==> src/rtl/avg_filter.sv <==
// rtl/avg_filter.sv - stereo boxcar moving-average filter with bypass
module avg_filter #(
    parameter int N     = 8,
    parameter int LOG2N = 3
) (
    input  logic               CLOCK_50,
    input  logic               reset_n,
    input  logic               filter_on,
    input  logic               in_valid,
    output logic               in_ready,
    input  logic signed [23:0] in_left,
    input  logic signed [23:0] in_right,
    output logic               out_valid,
    input  logic               out_ready,
    output logic signed [23:0] out_left,
    output logic signed [23:0] out_right
);

    // Sums carry LOG2N guard bits so N full-scale samples never overflow.
    localparam int SW = 24 + LOG2N;

    logic signed [23:0]  buf_l [N];
    logic signed [23:0]  buf_r [N];
    logic [LOG2N-1:0]    wr_ptr;
    logic signed [SW-1:0] sum_l;
    logic signed [SW-1:0] sum_r;
    logic signed [SW-1:0] sum_l_next;
    logic signed [SW-1:0] sum_r_next;
    logic                accept;

    // The output register may be refilled in the same cycle it is drained.
    assign in_ready = ~out_valid | out_ready;
    assign accept   = in_valid & in_ready;

    // Running sums: drop the oldest entry, add the newest, both sign-extended.
    always_comb begin
        sum_l_next = sum_l - {{LOG2N{buf_l[wr_ptr][23]}}, buf_l[wr_ptr]}
                           + {{LOG2N{in_left[23]}}, in_left};
        sum_r_next = sum_r - {{LOG2N{buf_r[wr_ptr][23]}}, buf_r[wr_ptr]}
                           + {{LOG2N{in_right[23]}}, in_right};
    end

    // History buffer, sums and write pointer advance on every accept,
    // regardless of bypass, so toggling filter_on causes no transient.
    always_ff @(posedge CLOCK_50 or negedge reset_n) begin
        if (!reset_n) begin
            for (int i = 0; i < N; i++) begin
                buf_l[i] <= '0;
                buf_r[i] <= '0;
            end
            sum_l  <= '0;
            sum_r  <= '0;
            wr_ptr <= '0;
        end else if (accept) begin
            buf_l[wr_ptr] <= in_left;
            buf_r[wr_ptr] <= in_right;
            sum_l         <= sum_l_next;
            sum_r         <= sum_r_next;
            // N is a power of two, so the natural wrap of wr_ptr is the ring wrap.
            wr_ptr        <= wr_ptr + LOG2N'(1);
        end
    end

    // Output register: load on accept, release on transfer, hold while stalled.
    always_ff @(posedge CLOCK_50 or negedge reset_n) begin
        if (!reset_n) begin
            out_valid <= 1'b0;
            out_left  <= '0;
            out_right <= '0;
        end else if (accept) begin
            out_valid <= 1'b1;
            // Dropping the low LOG2N bits is an arithmetic shift: floor division.
            out_left  <= filter_on ? sum_l_next[SW-1:LOG2N] : in_left;
            out_right <= filter_on ? sum_r_next[SW-1:LOG2N] : in_right;
        end else if (out_ready) begin
            out_valid <= 1'b0;
        end
    end

endmodule

==> config.mk <==
export PLATFORM = sky130hd
export DESIGN_NAME = avg_filter
export DESIGN_NICKNAME = d
export VERILOG_FILES = /design/src/rtl/avg_filter.sv
export SDC_FILE = /design/constraint.sdc
export NUM_CORES = 1
export LEC_CHECK = 0
export CAP_MARGIN = 0
export CELL_PAD_IN_SITES_DETAIL_PLACEMENT = 0
export CELL_PAD_IN_SITES_GLOBAL_PLACEMENT = 2
export CORE_ASPECT_RATIO = 1.1
export CORE_UTILIZATION = 44
export CTS_BUF_LIST = sky130_fd_sc_hd__clkbuf_4 sky130_fd_sc_hd__clkbuf_8
export DETAILED_ROUTE_END_ITERATION = 12
export DONT_BUFFER_PORTS = 1
export PLACE_DENSITY_LB_ADDON = 0.2
export SETUP_SLACK_MARGIN = 0.05
export SYNTH_ARGS = -nofsm -noshare
export SYNTH_HDL_FRONTEND = slang
export SYNTH_SLANG_ARGS = --single-unit
==> constraint.sdc <==
create_clock -name CLOCK_50 -period 6.2 [get_ports CLOCK_50]
set_input_delay 1.24 -clock CLOCK_50 [delete_from_list [all_inputs] [get_ports CLOCK_50]]
set_output_delay 1.24 -clock CLOCK_50 [all_outputs]
set_load 0.05 [all_outputs]
* After elaboration in Yosys (flattened, before gate mapping)
Index checks and enable logic that the tools add are counted.
Storage, ports and cells: output and inout bits 50, flip-flop bits (word level) 490, logic and storage cells 49
Cells by class: add/sub/neg operators 5, bitwise gates (word level) 4, reductions and logical operators 2, multiplexer cells 14, magnitude comparators 2
Operator list (count):
- 192-bit bitwise mux | 2
- 24-bit two-way mux | 7
- 24-bit binary-select mux with 3-bit select | 2
- 24-bit demux with 3-bit select | 1
- 27-bit adder | 2
- 27-bit subtractor | 2
- 4-bit greater-or-equal comparator (second input constant) | 1
- 4-bit by 1-bit less-than comparator with 1-bit output (second input constant) | 1
- 3-bit inverter with 4-bit output | 1
- 3-bit by 1-bit adder with 3-bit output (second input constant) | 1
- 1-bit two-way mux | 2
- 2-bit nonzero test | 1
- 1-bit bitwise AND | 1
- 1-bit logical AND | 1
- 1-bit inverter | 1
- 1-bit bitwise OR | 1

* Depth between registers and ports, before layout
word-level depth 7, gate-level depth with buffers 17, depth with buffers taken out 15

* Worst setup path before layout
Ideal clock, no wire load.
path kind register -> register, from reg wr_ptr[0], to reg out_left[22], path slack 1.679 ns, clock period less this slack 4.521 ns, path buffers 2, cell stages (with the launch flop) 16, arrival time 4.390 ns, data required time 6.069 ns, cells stage by stage dfrtp_1 > clkbuf_1 > buf_1 > mux4_2 > mux2_2 > fa_1 > inv_1 > ha_1 > a211o_1 > a211oi_4 > o211ai_2 > a221oi_2 > nor2_2 > a221oi_2 > xor2_1 > o21ai_1
On the way: longest elaborated chain between the ends 7
Ends and longest elaborated chain:
- from (decl) | RTL line 24 | logic [LOG2N-1:0] wr_ptr;
- from (signal assigned) | RTL line 60 | wr_ptr <= wr_ptr + LOG2N'(1);
- 3-bit inverter with 4-bit output (implied by the code) | RTL line 37 | sum_l_next = sum_l - {{LOG2N{buf_l[wr_ptr][23]}}, buf_l[wr_ptr]}
- 24-bit binary-select mux with 3-bit select | RTL line 37
- 24-bit two-way mux (implied by the code) (2 in a row) | RTL line 37
- 27-bit subtractor | RTL line 37
- 27-bit adder | RTL line 38 | + {{LOG2N{in_left[23]}}, in_left};
- 24-bit two-way mux | RTL line 73 | out_left <= filter_on ? sum_l_next[SW-1:LOG2N] : in_left;
- to (signal assigned) | RTL line 73
- to (decl) | RTL line 15 | output logic signed [23:0] out_left,
Every way passes these cells. The select of a mux whose other input is x is not followed. A chain may end at the register's enable or synchronous reset.

* Worst setup path after layout
from reg wr_ptr[0], to reg out_right[18]
On the way: longest elaborated chain between the ends 7
Ends and longest elaborated chain:
- 3-bit inverter with 4-bit output (implied by the code) | RTL line 39 | sum_r_next = sum_r - {{LOG2N{buf_r[wr_ptr][23]}}, buf_r[wr_ptr]}
- 24-bit binary-select mux with 3-bit select | RTL line 39
- 24-bit two-way mux (implied by the code) (2 in a row) | RTL line 39
- 27-bit subtractor | RTL line 39
- 27-bit adder | RTL line 40 | + {{LOG2N{in_right[23]}}, in_right};
- 24-bit two-way mux | RTL line 74 | out_right <= filter_on ? sum_r_next[SW-1:LOG2N] : in_right;
- to (signal assigned) | RTL line 74
- to (decl) | RTL line 16 | output logic signed [23:0] out_right
Every way passes these cells. The select of a mux whose other input is x is not followed.

==> impl_metrics.tcl <==
set metrics [dict create \
    status "finished with violations" \
    violations "slew limit" \
    die_w_um 230 \
    async_flop_share 1.00 \
    cp-startpoint "wr_ptr[0]$_DFFE_PN0P_" \
    ctsRootBufferMaster "clkbuf_8" \
    synthTopCellsByArea "dfrtp_1 (49%), mux4_2 (8.6%), o21ai_0 (8.5%), nand2_1 (6.7%), mux2_2 (5.5%)" \
    synth_edf_count 0 \
    yosys.area.top_type_share 0.487 \
    routabilityCongestion 0.854 \
    hold_path_class "in2async" \
    clk_latency_ns 0.66 \
    cp-end-kind "flip-flop" \
    fin_nets 2515 \
    cts-resized-gates 0 \
    fin_crit_ns 5.26 \
    rsz0062_at_grt "no" \
    cts.clk_slew.worst_paths_ns 0.06 \
    rr_startpoint "wr_ptr[0]$_DFFE_PN0P_" \
    crit_slowest_cell "dfrtp_4" \
    cts_buffers 87 \
    ys_ff_latch 490 \
    synth_mux_area_frac 0.154 \
    tightest_slew_ns 2.75 \
    antenna_found_initial 1 \
    setup_tns_ns 0 \
    critical_path_class "reg2reg" \
    cts_buffer_depth 3 \
    layout-drive-gt1-share 0.178 \
    drt_iter0_markers 1083 \
    required_ns 6.77 \
    drcViolationCount 0 \
    wl_per_cell_um 20.1 \
    reg2reg_to "out_right[18]$_DFFE_PN0P_" \
    synth_xor_area_frac 0.0181 \
    critPathLaunchType "flip-flop" \
    first_pass_iters 5 \
    maxCapViolations 0 \
    final_util 0.490 \
    worstPathArrival_ns 5.83 \
    cts_sinks 490 \
    cts_max_level 3 \
    syn_area_per_cell_sq_um 10.5 \
    hpwl_mm 40.2 \
    slew_headroom -0.836 \
    syn_to_final_growth_pct 9.69 \
    synth_compound_area_frac 0.130 \
    synthAdderAreaFrac 0.0696 \
    fill_cells 5265 \
    synthFlopType "dfrtp_1" \
    setup_viol 0 \
    finalCritPeriodShare 0.848 \
    hold_buffers 0 \
    io_pins 103 \
    critPathMostFrequentCell "a41o_1" \
    coreArea_sq_um 56400 \
    post_cts_buffers 0 \
    drtAntennaViolNets 0 \
    die_height_um 253 \
    cts_tree "yes" \
    regArea_sq_um 12300 \
    rows 91 \
    drt-total-wl_mm 63.7 \
    clock_skew_ns 0.0263 \
    grt.overflow.total 0 \
    initial_core_util 0.447 \
    hold_slack_ns 0.292 \
    grt_pass1_vias 18200 \
    synth_area_sq_um 25200 \
    r2r_cells 14 \
    via_per_inst 5.37 \
    cp_max_fo 38 \
    path_cells "buf_4 -> mux4_2 -> mux2_2 -> fa_1 -> inv_1 -> ha_1 -> a211oi_1 -> o41ai_1 -> a41o_1 -> nor3b_2 -> a41o_1 -> xor2_1 -> mux2i_1 -> o21ai_1" \
    synth_top_family_by_area "multiplexers" \
    die-area_sq_um 58200 \
    final-hold-violation-count 0 \
    via_count 17000 \
    grt_max_degree 491 \
    track_usage 0.228 \
    io_buffers 0 \
    synth_fp_nets 2550 \
    ys_seq_area_frac 0.487 \
    ys_types 67 \
    fmax_ghz 0.190 \
    synth_top_area_cell "dfrtp_1" \
    grt_pass1_wl_mm 104 \
    regToRegSetupSlack_ns 0.94 \
    synth_warnings 0 \
    critPathMaxStageDelay_ns 1.02 \
    multi_input_area_sq_um 11700 \
    drv_slew 349 \
    synth_cells 2388 \
    yosys.area_share.simple 0.0892 \
]
[worst max-delay path by stage]
stage / end / cells after the start
5_1_grt: out_right[18]$_DFFE_PN0P_ / 14
2_1_floorplan: out_left[22]$_DFFE_PN0P_ / 15
6_report: out_right[18]$_DFFE_PN0P_ / 14
3_3_place_gp: out_right[18]$_DFFE_PN0P_ / 14
4_1_cts: out_right[18]$_DFFE_PN0P_ / 14
3_5_place_dp: out_right[18]$_DFFE_PN0P_ / 14
[layout by cell type (no fill, tap or decap), drive strengths merged, types with 34 or more instances in the layout]
cell / instances
fa: 52
mux2: 123
mux4: 96
o21ai: 446
nand2: 451
xnor2: 34
ha: 57
inv: 191
a21oi: 58
dfrtp: 490
clkbuf: 138
[layout make-up]
class	instances	share of cell area
Antenna cell	2	0.000181
Clock buffer	138	0.0624
Clock inverter	14	0.00376
Inverter	201	0.0273
Multi-Input combinational cell	1552	0.423
Sequential cell	490	0.444
Tap cell	744	0.0337
Timing Repair Buffer	21	0.00616
[routing by layer]
layer  share of wire  vias up  GRT usage  wire (um)
met5               0        -          0          0
met4           0.018        0     0.0638       1150
met3           0.042       81     0.0395       2660
met2            0.48      285      0.371      30300
met1            0.46     8514      0.314      29600
li1                -     8086          -          -
[sequential cells by signal (all words and copies together) (netlist names)]
signal,count
sum_r,27
out_left,24
buf_l,192
sum_l,27
out_right,24
buf_r,192
out_valid,1
wr_ptr,3
[worst max-delay path, delay by kind of cell, from the launching register on]
| kind | cells | cell delay [ns] |
|---|---|---|
| adder cells (fa/ha/maj) | 2 | 0.84 |
| buffers and inverters | 2 | 0.54 |
| AO/OA/AOI/OAI | 5 | 1.12 |
| AND/OR/NAND/NOR | 1 | 0.34 |
| multiplexers | 3 | 0.96 |
| flip-flops | 1 | 1.02 |
| XOR/XNOR | 1 | 0.31 |
[synthesized netlist by cell type (all sizes together) (4+ instances only)]
library cell / count
a211oi: 14
a21o: 22
a21oi: 58
a221oi: 4
and3: 7
buf: 50
clkbuf: 95
clkinv: 11
dfrtp: 490
fa: 52
ha: 57
inv: 190
mux2: 123
mux2i: 32
mux4: 96
nand2: 451
nand2b: 7
nand3: 12
nand4: 9
nor2: 31
nor2b: 6
nor3: 14
o211ai: 5
o21a: 10
o21ai: 446
o31ai: 6
xnor2: 34
xor2: 18
[through the flow]
stage,setup slack (ns),cells,cell area (sq um)
final,0.939,3162,27600
after global routing,0.530,3162,27600
after CTS,0.854,3160,27600
after detailed placement,0.908,3008,25800
after global placement,0.976,3008,25800
after floorplan,1.68,2388,25200
[logic make-up (layout without fill, tap and decap cells)]
family	count (synthesis)	in the layout
AO/OA/AOI/OAI	588	588
XOR/XNOR	52	52
adder cells (fa/ha/maj)	109	109
buffers and inverters	346	374
flip-flops	490	490
multiplexers	251	251
other	0	2
AND/OR/NAND/NOR	552	552
Power is not shown: default switching activity piles up to over one toggle a cycle in this logic, so the estimate is an artifact.
